**src/rtl/score_board_pkg.sv**
```systemverilog
// rtl/score_board_pkg.sv - shared types and helpers for the issue-stage score board
// Purpose: register-address width, source encoding, per-query result and
//          per-stage entry types, plus a valid-bit count helper.
// Ports:   none (package).
package score_board_pkg;

  localparam int REG_ADDR = 5;

  typedef logic [REG_ADDR-1:0] reg_addr_t;

  // Where the freshest value of a source register lives.
  typedef enum logic [1:0] {
    SB_REGFILE = 2'd0,
    SB_EX      = 2'd1,
    SB_MEM     = 2'd2,
    SB_CMT     = 2'd3
  } sb_src_e;

  // Bypass-facing lookup result; bit layout is {src[1:0], slot, ready}.
  typedef struct packed {
    sb_src_e src;
    logic    slot;
    logic    ready;
  } score_board_data_t;

  // One in-flight write in a pipeline stage.
  typedef struct packed {
    logic      valid;
    reg_addr_t dest;
    logic      is_load;
  } sb_entry_t;

  localparam score_board_data_t SB_DATA_REGFILE = '{src: SB_REGFILE, slot: 1'b0, ready: 1'b1};

  function automatic logic [2:0] stage_valid_count(input sb_entry_t [1:0] stage);
    return 3'(stage[0].valid) + 3'(stage[1].valid);
  endfunction

endpackage

```
**src/rtl/score_board_lookup.sv**
```systemverilog
// rtl/score_board_lookup.sv - youngest-first priority search for one source operand
// Purpose: combinational search of EX, MEM and CMT entries for one query address.
// Ports:   enable     - 0 forces the regfile answer (used while in reset)
//          query_addr - source register being looked up
//          ex_stage, mem_stage, cmt_stage - current stage contents, 2 slots each
//          result     - {src, slot, ready}
module score_board_lookup
  import score_board_pkg::*;
(
  input  logic              enable,
  input  reg_addr_t         query_addr,
  input  sb_entry_t [1:0]   ex_stage,
  input  sb_entry_t [1:0]   mem_stage,
  input  sb_entry_t [1:0]   cmt_stage,
  output score_board_data_t result
);

  function automatic logic hit(input sb_entry_t e, input reg_addr_t a);
    return e.valid && (e.dest == a);
  endfunction

  always_comb begin
    result = SB_DATA_REGFILE;
    // r0 is hardwired; never report a producer for it.
    if (enable && (query_addr != '0)) begin
      if (hit(ex_stage[1], query_addr)) begin
        result.src   = SB_EX;
        result.slot  = 1'b1;
        result.ready = ~ex_stage[1].is_load;
      end else if (hit(ex_stage[0], query_addr)) begin
        result.src   = SB_EX;
        result.slot  = 1'b0;
        result.ready = ~ex_stage[0].is_load;
      end else if (hit(mem_stage[1], query_addr)) begin
        result.src  = SB_MEM;
        result.slot = 1'b1;
      end else if (hit(mem_stage[0], query_addr)) begin
        result.src  = SB_MEM;
        result.slot = 1'b0;
      end else if (hit(cmt_stage[1], query_addr)) begin
        result.src  = SB_CMT;
        result.slot = 1'b1;
      end else if (hit(cmt_stage[0], query_addr)) begin
        result.src  = SB_CMT;
        result.slot = 1'b0;
      end
    end
  end

endmodule

```
**src/rtl/score_board.sv**
```systemverilog
// rtl/score_board.sv - dual-issue score board tracking writes in EX, MEM and CMT
// Purpose: mirror the destination writes flowing through the three post-issue
//          stages and tell each of four source operands where its value lives.
// Ports:   clk, rst (sync, active-low)
//          issue_ena/issue_wen/issue_dest/issue_is_load - per-slot issue info
//          flush            - drop every in-flight entry at the next edge
//          query_addr       - 4 source registers, index = 2*slot + operand
//          score_board_data - 4 lookup results {src, slot, ready}
//          inflight_count   - registered count of valid entries (0..6)
module score_board
  import score_board_pkg::*;
(
  input  logic                           clk,
  input  logic                           rst,
  input  logic [1:0]                     issue_ena,
  input  logic [1:0]                     issue_wen,
  input  logic [1:0][REG_ADDR-1:0]       issue_dest,
  input  logic [1:0]                     issue_is_load,
  input  logic                           flush,
  input  logic [3:0][REG_ADDR-1:0]       query_addr,
  output score_board_data_t [3:0]        score_board_data,
  output logic [2:0]                     inflight_count
);

  sb_entry_t [1:0] ex_q,  ex_d;
  sb_entry_t [1:0] mem_q, mem_d;
  sb_entry_t [1:0] cmt_q, cmt_d;
  logic [2:0]      count_q, count_d;

  always_comb begin
    ex_d  = '0;
    mem_d = ex_q;
    cmt_d = mem_q;
    for (int i = 0; i < 2; i++) begin
      // Writes to r0 are discarded, so they never become a hazard.
      ex_d[i].valid   = issue_ena[i] & issue_wen[i] & (issue_dest[i] != '0) & ~flush;
      ex_d[i].dest    = issue_dest[i];
      ex_d[i].is_load = issue_is_load[i];
      if (flush) begin
        mem_d[i].valid = 1'b0;
        cmt_d[i].valid = 1'b0;
      end
    end
    count_d = stage_valid_count(ex_d) + stage_valid_count(mem_d) + stage_valid_count(cmt_d);
  end

  always_ff @(posedge clk) begin
    if (!rst) begin
      ex_q    <= '0;
      mem_q   <= '0;
      cmt_q   <= '0;
      count_q <= '0;
    end else begin
      ex_q    <= ex_d;
      mem_q   <= mem_d;
      cmt_q   <= cmt_d;
      count_q <= count_d;
    end
  end

  assign inflight_count = count_q;

  for (genvar q = 0; q < 4; q++) begin : g_lookup
    score_board_lookup u_lookup (
      .enable     (rst),
      .query_addr (query_addr[q]),
      .ex_stage   (ex_q),
      .mem_stage  (mem_q),
      .cmt_stage  (cmt_q),
      .result     (score_board_data[q])
    );
  end

endmodule

```
**config.mk**
```make
export PLATFORM = sky130hd
export DESIGN_NAME = score_board
export DESIGN_NICKNAME = d
export VERILOG_FILES = /design/src/rtl/score_board_pkg.sv /design/src/rtl/score_board_lookup.sv /design/src/rtl/score_board.sv
export SDC_FILE = /design/constraint.sdc
export NUM_CORES = 1
export LEC_CHECK = 0
export ABC_AREA = 1
export CORE_MARGIN = 3
export CORE_UTILIZATION = 40
export CTS_CLUSTER_DIAMETER = 200
export CTS_CLUSTER_SIZE = 10
export DETAILED_ROUTE_END_ITERATION = 8
export PLACE_DENSITY = 0.64
export SLEW_MARGIN = 20
export SYNTH_ARGS = -nofsm -noshare
export SYNTH_HDL_FRONTEND = slang
export SYNTH_SLANG_ARGS = --single-unit
```
**constraint.sdc**
```tcl
create_clock -name clk -period 2.4 [get_ports clk]
set_clock_uncertainty 0.1 [all_clocks]
set_input_delay 0.48 -clock clk [delete_from_list [all_inputs] [get_ports clk]]
set_output_delay 0.48 -clock clk [all_outputs]
set_load 0.05 [all_outputs]
```
==> impl_metrics.json <==
{
  "dr.pass1.iters": 5,
  "drt_iter0_markers": 369,
  "die_y_um": 101,
  "area_growth_pct": 46.1,
  "grt_pass1_wl_mm": 23.7,
  "setup_ws_ns": -0.209,
  "slew_viol_final": 0,
  "cp-start-kind": "primary input",
  "synth_top_cell_by_area": "nand2_1",
  "whs_ns": 0.261,
  "cts_tree": "built",
  "cp_max_fo": 2,
  "cts-buffers-inserted": 5,
  "multi_input_area_um2": 2450,
  "cp-end-kind": "flip-flop",
  "worst_path_max_delay_cell": "fa_1",
  "critPathMaxStageDelay_ns": 0.46,
  "placed_cell_area_um2": 4850,
  "clk_pin_slew_worst_paths_ns": 0.08,
  "register_area_um2": 851,
  "crit_top_cell": "fa_1",
  "finalHoldViolations": 0,
  "required_ns": 2.49,
  "syn_area_um2": 3630,
  "diodes": 0,
  "via_count": 4745,
  "path_cells": "buf_6, nor3_4, nand2_1, nand4_1, fa_1, inv_2, fa_1, ha_2, fa_1, nand2_1, inv_1",
  "status": "finished, violations left",
  "drive_above_1_share_pct": 27.6,
  "dp_hpwl_mm": 11.9,
  "final_area_um2": 5300,
  "irDropWorstVdd_v": 0.000616,
  "antenna_found_initial": 0,
  "violations": "negative setup slack",
  "routedWlPerCell_um": 16.6,
  "netlist_instances": 694,
  "p_leak_nw": 2.90,
  "crit_arrival_ns": 2.70,
  "num-nets-final": 867,
  "max_freq_ghz": 0.383,
  "io_pins": 58,
  "path_buf_inv": 3,
  "fp.dieArea_um2": 10300,
  "setup_tns_ns": -0.297,
  "hold_class": "in -> reg",
  "synth_area_leaders": "nand2_1 30%, dfxtp_1 23%, nor2_1 12%, inv_1 9.9%, o21ai_0 6.9%",
  "fin_crit_ns": 2.61,
  "ys_seq_elements": 41,
  "grt_pass1_vias": 4499,
  "cts_buffer_depth": 2,
  "core-area_um2": 8760,
  "stdcell_count": 933,
  "setup_viol": 2,
  "syn_avg_cell_area_um2": 5.23,
  "die_w_um": 101,
  "critical_path_class": "in -> reg",
  "drc": 0,
  "place.gp.congestion": 1.01,
  "vias_per_cell": 5.09,
  "worstSkewPairLatency_ns": 0.29,
  "critPathTopFamily": "adder cells",
  "relSlewSlack_pct": 66.1,
  "yosysWarnings": 0,
  "postRouteAntennaNets": 0,
  "ctsHoldBuffers": 0,
  "place_ws_ns": -0.923,
  "synth_cell_types": 26,
  "syn_nets": 737,
  "grt_usage_pct": 30.5,
  "seq_area_frac_synth_pct": 22.6,
  "dp_cells": 905,
  "htreeDepth": 2,
  "drv_cap": 0,
  "cts.sinks": 41,
  "worst_slew_pin_slew_ns": 0.507,
  "synthDominantCellAreaShare_pct": 30.1,
  "rsz0062_at_grt": "true",
  "start_util_pct": 41.4,
  "grt_overflow": 0,
  "wl_mm": 15.4,
  "io_buffers": 57,
  "powerDensity_nw_per_um2": 349,
  "fillers": 874,
  "grt_max_degree": 37,
  "placement_rows": 34,
  "min_period_over_period_pct": 109,
  "cts_root_buffer": "clkbuf_8"
}
==> sequential cells by signal (all words and copies together) (netlist names) <==
signal,count
ex_q,14
cmt_d,10
mem_q,2
cmt_q,12
inflight_count,3
==> timing repair <==
item / in CTS / in global routing
pin swaps: 31 / 51
gates resized for setup: 135 / 84
gates cloned: 3 / 0
setup buffers: 20 / 0
endpoints found under the setup margin: 19 / 19
==> metrics by stage <==
stage	total power, W	util (%)
2_1_floorplan	0.00101	-
3_3_place_gp	0.00125	55.3
3_5_place_dp	0.00125	55.3
4_1_cts	0.00183	59.7
5_1_grt	0.00195	60.5
6_report	0.00185	60.5
==> tightest hold or removal path: cells and delay by family <==
| kind | cells | cell delay (ns) |
|---|---|---|
| AND/OR/NAND/NOR | 1 | 0.04 |
| buffers and inverters | 2 | 0.11 |
==> placed cells by master, fill, tap and decap left out, types with 2 or more instances in the layout <==
cell | Yosys | layout
nor2_4 | 1 | 2
nand2_2 | 1 | 12
nand3_2 | 7 | 11
clkbuf_2 | 1 | 10
nand3_1 | 25 | 20
nor3_2 | 0 | 3
nand4_1 | 2 | 2
dfxtp_1 | 41 | 27
clkdlybuf4s50_1 | 0 | 6
clkinvlp_4 | 0 | 3
nand2_1 | 291 | 280
o21ai_2 | 1 | 2
nor2_1 | 113 | 95
inv_1 | 96 | 86
nor3_1 | 9 | 5
clkbuf_8 | 0 | 5
a22oi_1 | 3 | 2
buf_4 | 8 | 74
or2_0 | 3 | 3
o21ai_0 | 50 | 46
nor2_2 | 0 | 17
clkdlybuf4s15_1 | 0 | 7
xor2_1 | 9 | 9
a21oi_4 | 0 | 3
buf_2 | 10 | 6
o21ai_1 | 1 | 4
inv_2 | 10 | 18
inv_4 | 0 | 2
buf_12 | 0 | 13
fa_1 | 3 | 3
dfxtp_4 | 0 | 5
buf_6 | 2 | 25
dfxtp_2 | 0 | 9
==> cell usage after synthesis (all sizes together) <==
| cell type | count |
|---|---|
| nand2 | 292 |
| nor2 | 114 |
| inv | 106 |
| o21ai | 52 |
| dfxtp | 41 |
| nand3 | 32 |
| buf | 20 |
| nor3 | 9 |
| xor2 | 9 |
| a21oi | 4 |
| or2 | 4 |
| a22oi | 3 |
| fa | 3 |
| clkbuf | 2 |
| nand4 | 2 |
| ha | 1 |
==> report_power, final <==
group,internal [W],leakage (nW),switching [W]
Combinational,0.000234,2.50,0.000318
Clock,0.000311,0.0543,0.000246
Sequential,0.000704,0.343,0.0000377
Total,0.00125,2.90,0.000602
==> per-layer routing <==
layer | global-route usage (%) | share of wire (%) | vias up
met5 | 0 | 0 | -
met4 | 14.0 | 4.9 | 0
met3 | 3.24 | 7.1 | 51
met2 | 52.7 | 49 | 218
met1 | 37.9 | 39 | 2138
li1 | - | - | 2338
==> path summary, 6_finish.rpt <==
path                   startpoint                           end  slack (ns)  depth (start not counted)
max reg2reg   ex_q[13]$_SDFF_PN0_  inflight_count[1]$_SDFF_PN0_       -0.11                          8
min reg2reg  cmt_d[11]$_SDFF_PN0_          cmt_q[11]$_SDFF_PN0_        0.34                          2
min                 issue_dest[8]           ex_q[11]$_SDFF_PN0_        0.26                          3
max                 issue_dest[5]  inflight_count[1]$_SDFF_PN0_       -0.21                         11
==> cell type report <==
| class | count | share of cell area (%) |
|---|---|---|
| inverter | 106 | 7.60 |
| tap | 108 | 2.55 |
| multi-input combinational | 525 | 46.3 |
| clock inverter | 3 | 0.873 |
| timing repair buffer | 143 | 25.0 |
| clock buffer | 5 | 1.30 |
| timing repair inverter | 2 | 0.283 |
| sequential | 41 | 16.0 |
==> cell families after synthesis <==
family	synth area share, %
XOR/XNOR	2.17
flip-flops	22.6
buffers and inverters	14.9
AO/OA/AOI/OAI	8.45
AND/OR/NAND/NOR	49.9
adder cells (fa/ha/maj)	2.00
No activity file was read; power rests on OpenSTA's default activity.
